`src/rtl/vram_pkg.sv`:
```
// ============================================================================
// vram_pkg : shared sizes, read latency and helpers for the VRAM arbiter
// Revision : 1.0
// ============================================================================
`timescale 1ns/1ps
`default_nettype none

package vram_pkg;

  localparam int VRAM_ADDR_W = 16;
  localparam int VRAM_DATA_W = 8;
  localparam int DISP_RD_LAT = 3;

  typedef enum logic [1:0] {
    SLOT_IDLE  = 2'd0,
    SLOT_READ  = 2'd1,
    SLOT_WRITE = 2'd2
  } slot_e;

  // A single client still needs a 1-bit pointer register.
  function automatic int ptr_width(input int n);
    return (n <= 1) ? 1 : $clog2(n);
  endfunction

endpackage

`default_nettype wire

```
`src/rtl/rr_arbiter.sv`:
```
// ============================================================================
// rr_arbiter : round-robin one-hot grant among N requesters, gated by enable
// Revision   : 1.0
// ============================================================================
`timescale 1ns/1ps
`default_nettype none

module rr_arbiter
  import vram_pkg::*;
#(
  parameter int N = 2
) (
  input  logic         i_clk,
  input  logic         i_rst_n,
  input  logic [N-1:0] i_req,
  input  logic         i_en,
  output logic [N-1:0] o_grant
);

  localparam int PW = ptr_width(N);

  logic [PW-1:0] r_ptr;
  logic [PW-1:0] w_nxt;
  logic [N-1:0]  w_grant;
  logic          w_found;

  // Scan from the pointer upward with wrap; the first requester wins.
  always_comb begin
    w_grant = '0;
    w_found = 1'b0;
    w_nxt   = r_ptr;
    for (int i = 0; i < N; i++) begin
      for (int j = 0; j < N; j++) begin
        if (!w_found && i_en && i_req[j] && (j == ((int'(r_ptr) + i) % N))) begin
          w_found    = 1'b1;
          w_grant[j] = 1'b1;
          w_nxt      = (j == N - 1) ? '0 : PW'(j + 1);
        end
      end
    end
  end

  always_ff @(posedge i_clk or negedge i_rst_n) begin
    if (!i_rst_n) begin
      r_ptr <= '0;
    end else if (w_found) begin
      r_ptr <= w_nxt;
    end
  end

  assign o_grant = w_grant;

endmodule

`default_nettype wire

```
`src/rtl/vram_arbiter.sv`:
```
// ============================================================================
// vram_arbiter : display-priority VRAM port sharing with round-robin writers
// Optional     : VRAM_ARB_STALL_CNT_EN adds o_stall_cnt / i_stall_clr
// Revision     : 1.0
// ============================================================================
`timescale 1ns/1ps
`default_nettype none

module vram_arbiter
  import vram_pkg::*;
#(
  parameter int ADDR_W = VRAM_ADDR_W,
  parameter int DATA_W = VRAM_DATA_W,
  parameter int N_WR   = 2
) (
  input  logic                   i_clk,
  input  logic                   i_rst_n,
  input  logic                   i_disp_req,
  input  logic [ADDR_W-1:0]      i_disp_addr,
  output logic [DATA_W-1:0]      o_disp_data,
  output logic                   o_disp_valid,
  input  logic [N_WR-1:0]        i_wr_req,
  input  logic [N_WR*ADDR_W-1:0] i_wr_addr,
  input  logic [N_WR*DATA_W-1:0] i_wr_data,
  output logic [N_WR-1:0]        o_wr_ack,
  output logic                   o_ram_we,
  output logic [ADDR_W-1:0]      o_ram_addr,
  output logic [DATA_W-1:0]      o_ram_wdata,
  input  logic [DATA_W-1:0]      i_ram_rdata
`ifdef VRAM_ARB_STALL_CNT_EN
  ,
  output logic [15:0]            o_stall_cnt,
  input  logic                   i_stall_clr
`endif
);

  localparam int PIPE_W = DISP_RD_LAT - 1;

  logic [N_WR-1:0]   w_grant;
  logic [ADDR_W-1:0] w_wr_addr;
  logic [DATA_W-1:0] w_wr_data;
  slot_e             w_slot;

  logic [PIPE_W-1:0] r_rd_pipe;
  logic [DATA_W-1:0] r_disp_data;
  logic              r_disp_valid;
  logic [N_WR-1:0]   r_wr_ack;
  logic              r_ram_we;
  logic [ADDR_W-1:0] r_ram_addr;
  logic [DATA_W-1:0] r_ram_wdata;

  rr_arbiter #(
    .N (N_WR)
  ) u_rr (
    .i_clk   (i_clk),
    .i_rst_n (i_rst_n),
    .i_req   (i_wr_req),
    .i_en    (~i_disp_req),
    .o_grant (w_grant)
  );

  always_comb begin
    w_wr_addr = '0;
    w_wr_data = '0;
    for (int k = 0; k < N_WR; k++) begin
      w_wr_addr = w_wr_addr | ({ADDR_W{w_grant[k]}} & i_wr_addr[k*ADDR_W +: ADDR_W]);
      w_wr_data = w_wr_data | ({DATA_W{w_grant[k]}} & i_wr_data[k*DATA_W +: DATA_W]);
    end
  end

  always_comb begin
    w_slot = SLOT_IDLE;
    if (i_disp_req) begin
      w_slot = SLOT_READ;
    end else if (|w_grant) begin
      w_slot = SLOT_WRITE;
    end
  end

  always_ff @(posedge i_clk or negedge i_rst_n) begin
    if (!i_rst_n) begin
      r_ram_we    <= 1'b0;
      r_ram_addr  <= '0;
      r_ram_wdata <= '0;
      r_wr_ack    <= '0;
    end else begin
      r_wr_ack <= w_grant;
      case (w_slot)
        SLOT_READ: begin
          r_ram_we   <= 1'b0;
          r_ram_addr <= i_disp_addr;
        end
        SLOT_WRITE: begin
          r_ram_we    <= 1'b1;
          r_ram_addr  <= w_wr_addr;
          r_ram_wdata <= w_wr_data;
        end
        default: begin
          r_ram_we <= 1'b0;
        end
      endcase
    end
  end

  // Valid tag follows the address through the RAM's one-cycle read.
  always_ff @(posedge i_clk or negedge i_rst_n) begin
    if (!i_rst_n) begin
      r_rd_pipe    <= '0;
      r_disp_valid <= 1'b0;
      r_disp_data  <= '0;
    end else begin
      r_rd_pipe    <= {r_rd_pipe[PIPE_W-2:0], i_disp_req};
      r_disp_valid <= r_rd_pipe[PIPE_W-1];
      if (r_rd_pipe[PIPE_W-1]) begin
        r_disp_data <= i_ram_rdata;
      end
    end
  end

`ifdef VRAM_ARB_STALL_CNT_EN
  logic [15:0] r_stall_cnt;

  always_ff @(posedge i_clk or negedge i_rst_n) begin
    if (!i_rst_n) begin
      r_stall_cnt <= '0;
    end else if (i_stall_clr) begin
      r_stall_cnt <= '0;
    end else if (i_disp_req && (|i_wr_req) && (r_stall_cnt != 16'hFFFF)) begin
      r_stall_cnt <= r_stall_cnt + 16'd1;
    end
  end

  assign o_stall_cnt = r_stall_cnt;
`endif

  assign o_disp_data  = r_disp_data;
  assign o_disp_valid = r_disp_valid;
  assign o_wr_ack     = r_wr_ack;
  assign o_ram_we     = r_ram_we;
  assign o_ram_addr   = r_ram_addr;
  assign o_ram_wdata  = r_ram_wdata;

endmodule

`default_nettype wire

```
`config.mk`:
```
export PLATFORM = sky130hd
export DESIGN_NAME = vram_arbiter
export DESIGN_NICKNAME = d
export VERILOG_FILES = /design/src/rtl/vram_pkg.sv /design/src/rtl/rr_arbiter.sv /design/src/rtl/vram_arbiter.sv
export SDC_FILE = /design/constraint.sdc
export NUM_CORES = 1
export LEC_CHECK = 0
export CAP_MARGIN = 20
export CORE_ASPECT_RATIO = 0.8
export CORE_MARGIN = 3
export CORE_UTILIZATION = 41
export CTS_CLUSTER_DIAMETER = 60
export DETAILED_ROUTE_END_ITERATION = 7
export HOLD_SLACK_MARGIN = 0.05
export PLACE_DENSITY = 0.86
export REMOVE_ABC_BUFFERS = 1
export SLEW_MARGIN = 15
export SYNTH_ARGS = -nofsm -noshare
export SYNTH_HDL_FRONTEND = slang
export SYNTH_SLANG_ARGS = --single-unit
```
`constraint.sdc`:
```
create_clock -name i_clk -period 2.3 [get_ports i_clk]
set_input_delay 0.46 -clock i_clk [delete_from_list [all_inputs] [get_ports i_clk]]
set_output_delay 0.46 -clock i_clk [all_outputs]
set_load 0.05 [all_outputs]
```
==> impl_metrics.tcl <==
set metrics [dict create \
    fmax_mhz 520.3 \
    synth_mux_area_share_pct 14.05 \
    layout.cells.most_common_list "clkdlybuf4s50_1 (111), dfrtp_1 (39), nand2_1 (32), mux2_2 (24)" \
    grt_pass1_vias 1672 \
    std_cell_rows 21 \
    whs_ps 284.2 \
    slew_headroom_pct 43.10 \
    ir_drop_uv 339.5 \
    syn_area_um2 1923 \
    critical_path_cell_count 1 \
    drv_slew 0 \
    critPathMaxFanout 2 \
    dieHeight_um 67.26 \
    initial_core_util_pct 44.36 \
    die_area_um2 5553 \
    final_common_cell "clkdlybuf4s50_1" \
    syn_to_final_growth_pct 66.04 \
    nFillCells 326 \
    synth-xor-area-share_pct 0 \
    yosysUniqueCellTypes 19 \
    regToRegEndpoint "o_ram_wdata[1]" \
    nets 357 \
    power.total_mw 2.184 \
    syn_inst 169 \
    clock_path_buffers 2 \
    avgSynthCellArea_um2 11.38 \
    clkLatencyLatePin_ps 280 \
    cts-root-buf "clkbuf_8" \
    synth_adder_area_share_pct 0 \
    antenna_left 0 \
    dr_total_vias 1832 \
    end_kind "output pin" \
    cts_sinks 39 \
    ios 113 \
    track_usage_pct 20.10 \
    htreeDepth 2 \
    path_clk_slew_ps 70 \
    path_class "reg2out" \
    antenna_found_initial 0 \
    reg2reg_slack_ps 900 \
    post_drt_via_cell_ratio 5.420 \
    synth_compound_area_share_pct 18.93 \
    worst-path-buf-inv 1 \
    first_pass_iters 4 \
    grt_overflow 0 \
    synth_top_family_by_area "compound AO/OA/AOI/OAI gates" \
    place_ws_ps 85.69 \
    rsz0062_at_grt "false" \
    die_x_um 82.57 \
    cp-start-kind "flip-flop" \
    fin_ws_ps 377.9 \
    critPathTopFamily "buffers and inverters" \
    critPathArrivalTime_ps 1460 \
    crit_slowest_cell "clkdlybuf4s50_1" \
    grt_pass1_wl_mm 8.411 \
    io_buffer_count 112 \
    yosys.area_share.simple_pct 11.39 \
    place_congestion 0.7303 \
    cts_tree "built" \
    insertedDiodeCount 0 \
    routed_wl_mm 5.532 \
    drcViolationCount 0 \
    fin_worst_skew_ps 1.550 \
    max_cap_violations 0 \
    seq_area_frac_synth_pct 50.75 \
    power.leakage_nw 1.268 \
    post-route-min-period_ps 1922 \
    drtIter0Drc 163 \
    p_per_area_nw_per_um2 683.9 \
    cts_resized 0 \
    cts_setup_buffers 0 \
    worstRegToRegCells 3 \
    hold_violations 0 \
    core-area_um2 4335 \
    routedWlPerCell_um 16.37 \
    crit_required_ps 1840 \
    synth-warning-count 0 \
    dp_hpwl_mm 4.059 \
    post-route-period-util_pct 83.57 \
    final_layout_size_suffix_gt1_share_pct 15.66 \
    tns_ps 0 \
    tightestPinTransition_ps 853.4 \
    hp-class "in2async" \
    critPathMaxStageDelay_ps 810 \
    grt_max_degree 40 \
    status "finished clean" \
    setup_viol 0 \
    crit_chain "clkdlybuf4s50_1" \
    regToRegStartpoint "u_rr.r_ptr" \
    cts_made_buffers 5 \
    ys_seq_elements 39 \
    ctsHoldBuffers 0 \
]
[synth_stat cells]
library cell	count	area share, %
a21boi_2	1	0.59
and2_1	8	2.6
a221o_1	8	4.2
clkbuf_1	7	1.4
a21oi_1	1	0.26
dfrtp_1	39	51
and2_4	1	0.46
nor2b_1	3	0.98
nand2_1	32	6.2
o211ai_1	16	6.2
inv_1	1	0.19
mux2_2	24	14
a32oi_1	16	7.3
o21bai_1	1	0.39
buf_2	3	0.78
buf_4	2	0.78
nand2b_4	1	0.72
nor2_1	2	0.39
buf_6	3	1.8
[stage by stage]
stage	cell area, um2	util (%)	instances
after floorplan	1833	-	154
after global placement	3073	70.88	330
after detailed placement	3073	70.88	330
after CTS	3191	73.59	338
after global routing	3193	73.65	338
final	3193	73.65	338
[how the worst max path moves through the flow]
stage | start | endpoint
2_1_floorplan | i_wr_req[1] | o_ram_wdata[0]
6_report | o_ram_addr[2] | o_ram_addr[2]
3_3_place_gp | i_wr_req[1] | o_ram_addr[12]
3_5_place_dp | i_wr_req[1] | o_ram_addr[13]
5_1_grt | o_ram_addr[9] | o_ram_addr[9]
4_1_cts | o_ram_addr[7] | o_ram_addr[7]
[cell families (layout without fill, tap and decap cells)]
logic type,after synthesis,in the layout
AOI/OAI and AO/OA,43,43
muxes,24,24
buffers and inverters,16,128
and+or+nand+nor,47,47
DFF,39,39
[sequential cells by signal, indices dropped and copies added (netlist names)]
name	count
o_ram_addr	16
o_wr_ack	2
u_rr.r_ptr	1
o_ram_we	1
r_rd_pipe	2
o_ram_wdata	8
o_disp_valid	1
o_disp_data	8
[power breakdown]
group          leakage (nW)  switching, mW  internal (mW)
sequential            0.469         0.0447          0.764
combinational         0.738          0.445          0.348
clock                0.0612          0.231          0.351
[layer usage]
metal	track usage [%]	vias to the layer above	part of all wire, %	routed length, um
met5	0	-	0	0
met4	3.673	0	0.31	17
met3	5.600	2	7.7	427
met2	32.10	75	49	2704
met1	27.64	906	43	2381
li1	-	849	-	-
[final cells by class]
class | instances | area, um2 | area share [%]
clock buffer | 6 | 82.58 | 2.586
clock inverter | 2 | 35.03 | 1.097
inverter | 1 | 3.754 | 0.1176
multi-input combinational | 114 | 855.8 | 26.80
sequential | 39 | 975.9 | 30.56
tap | 57 | 71.32 | 2.234
timing repair buffer | 119 | 1169 | 36.60
Note: power is estimated with default switching activity, not from simulation.
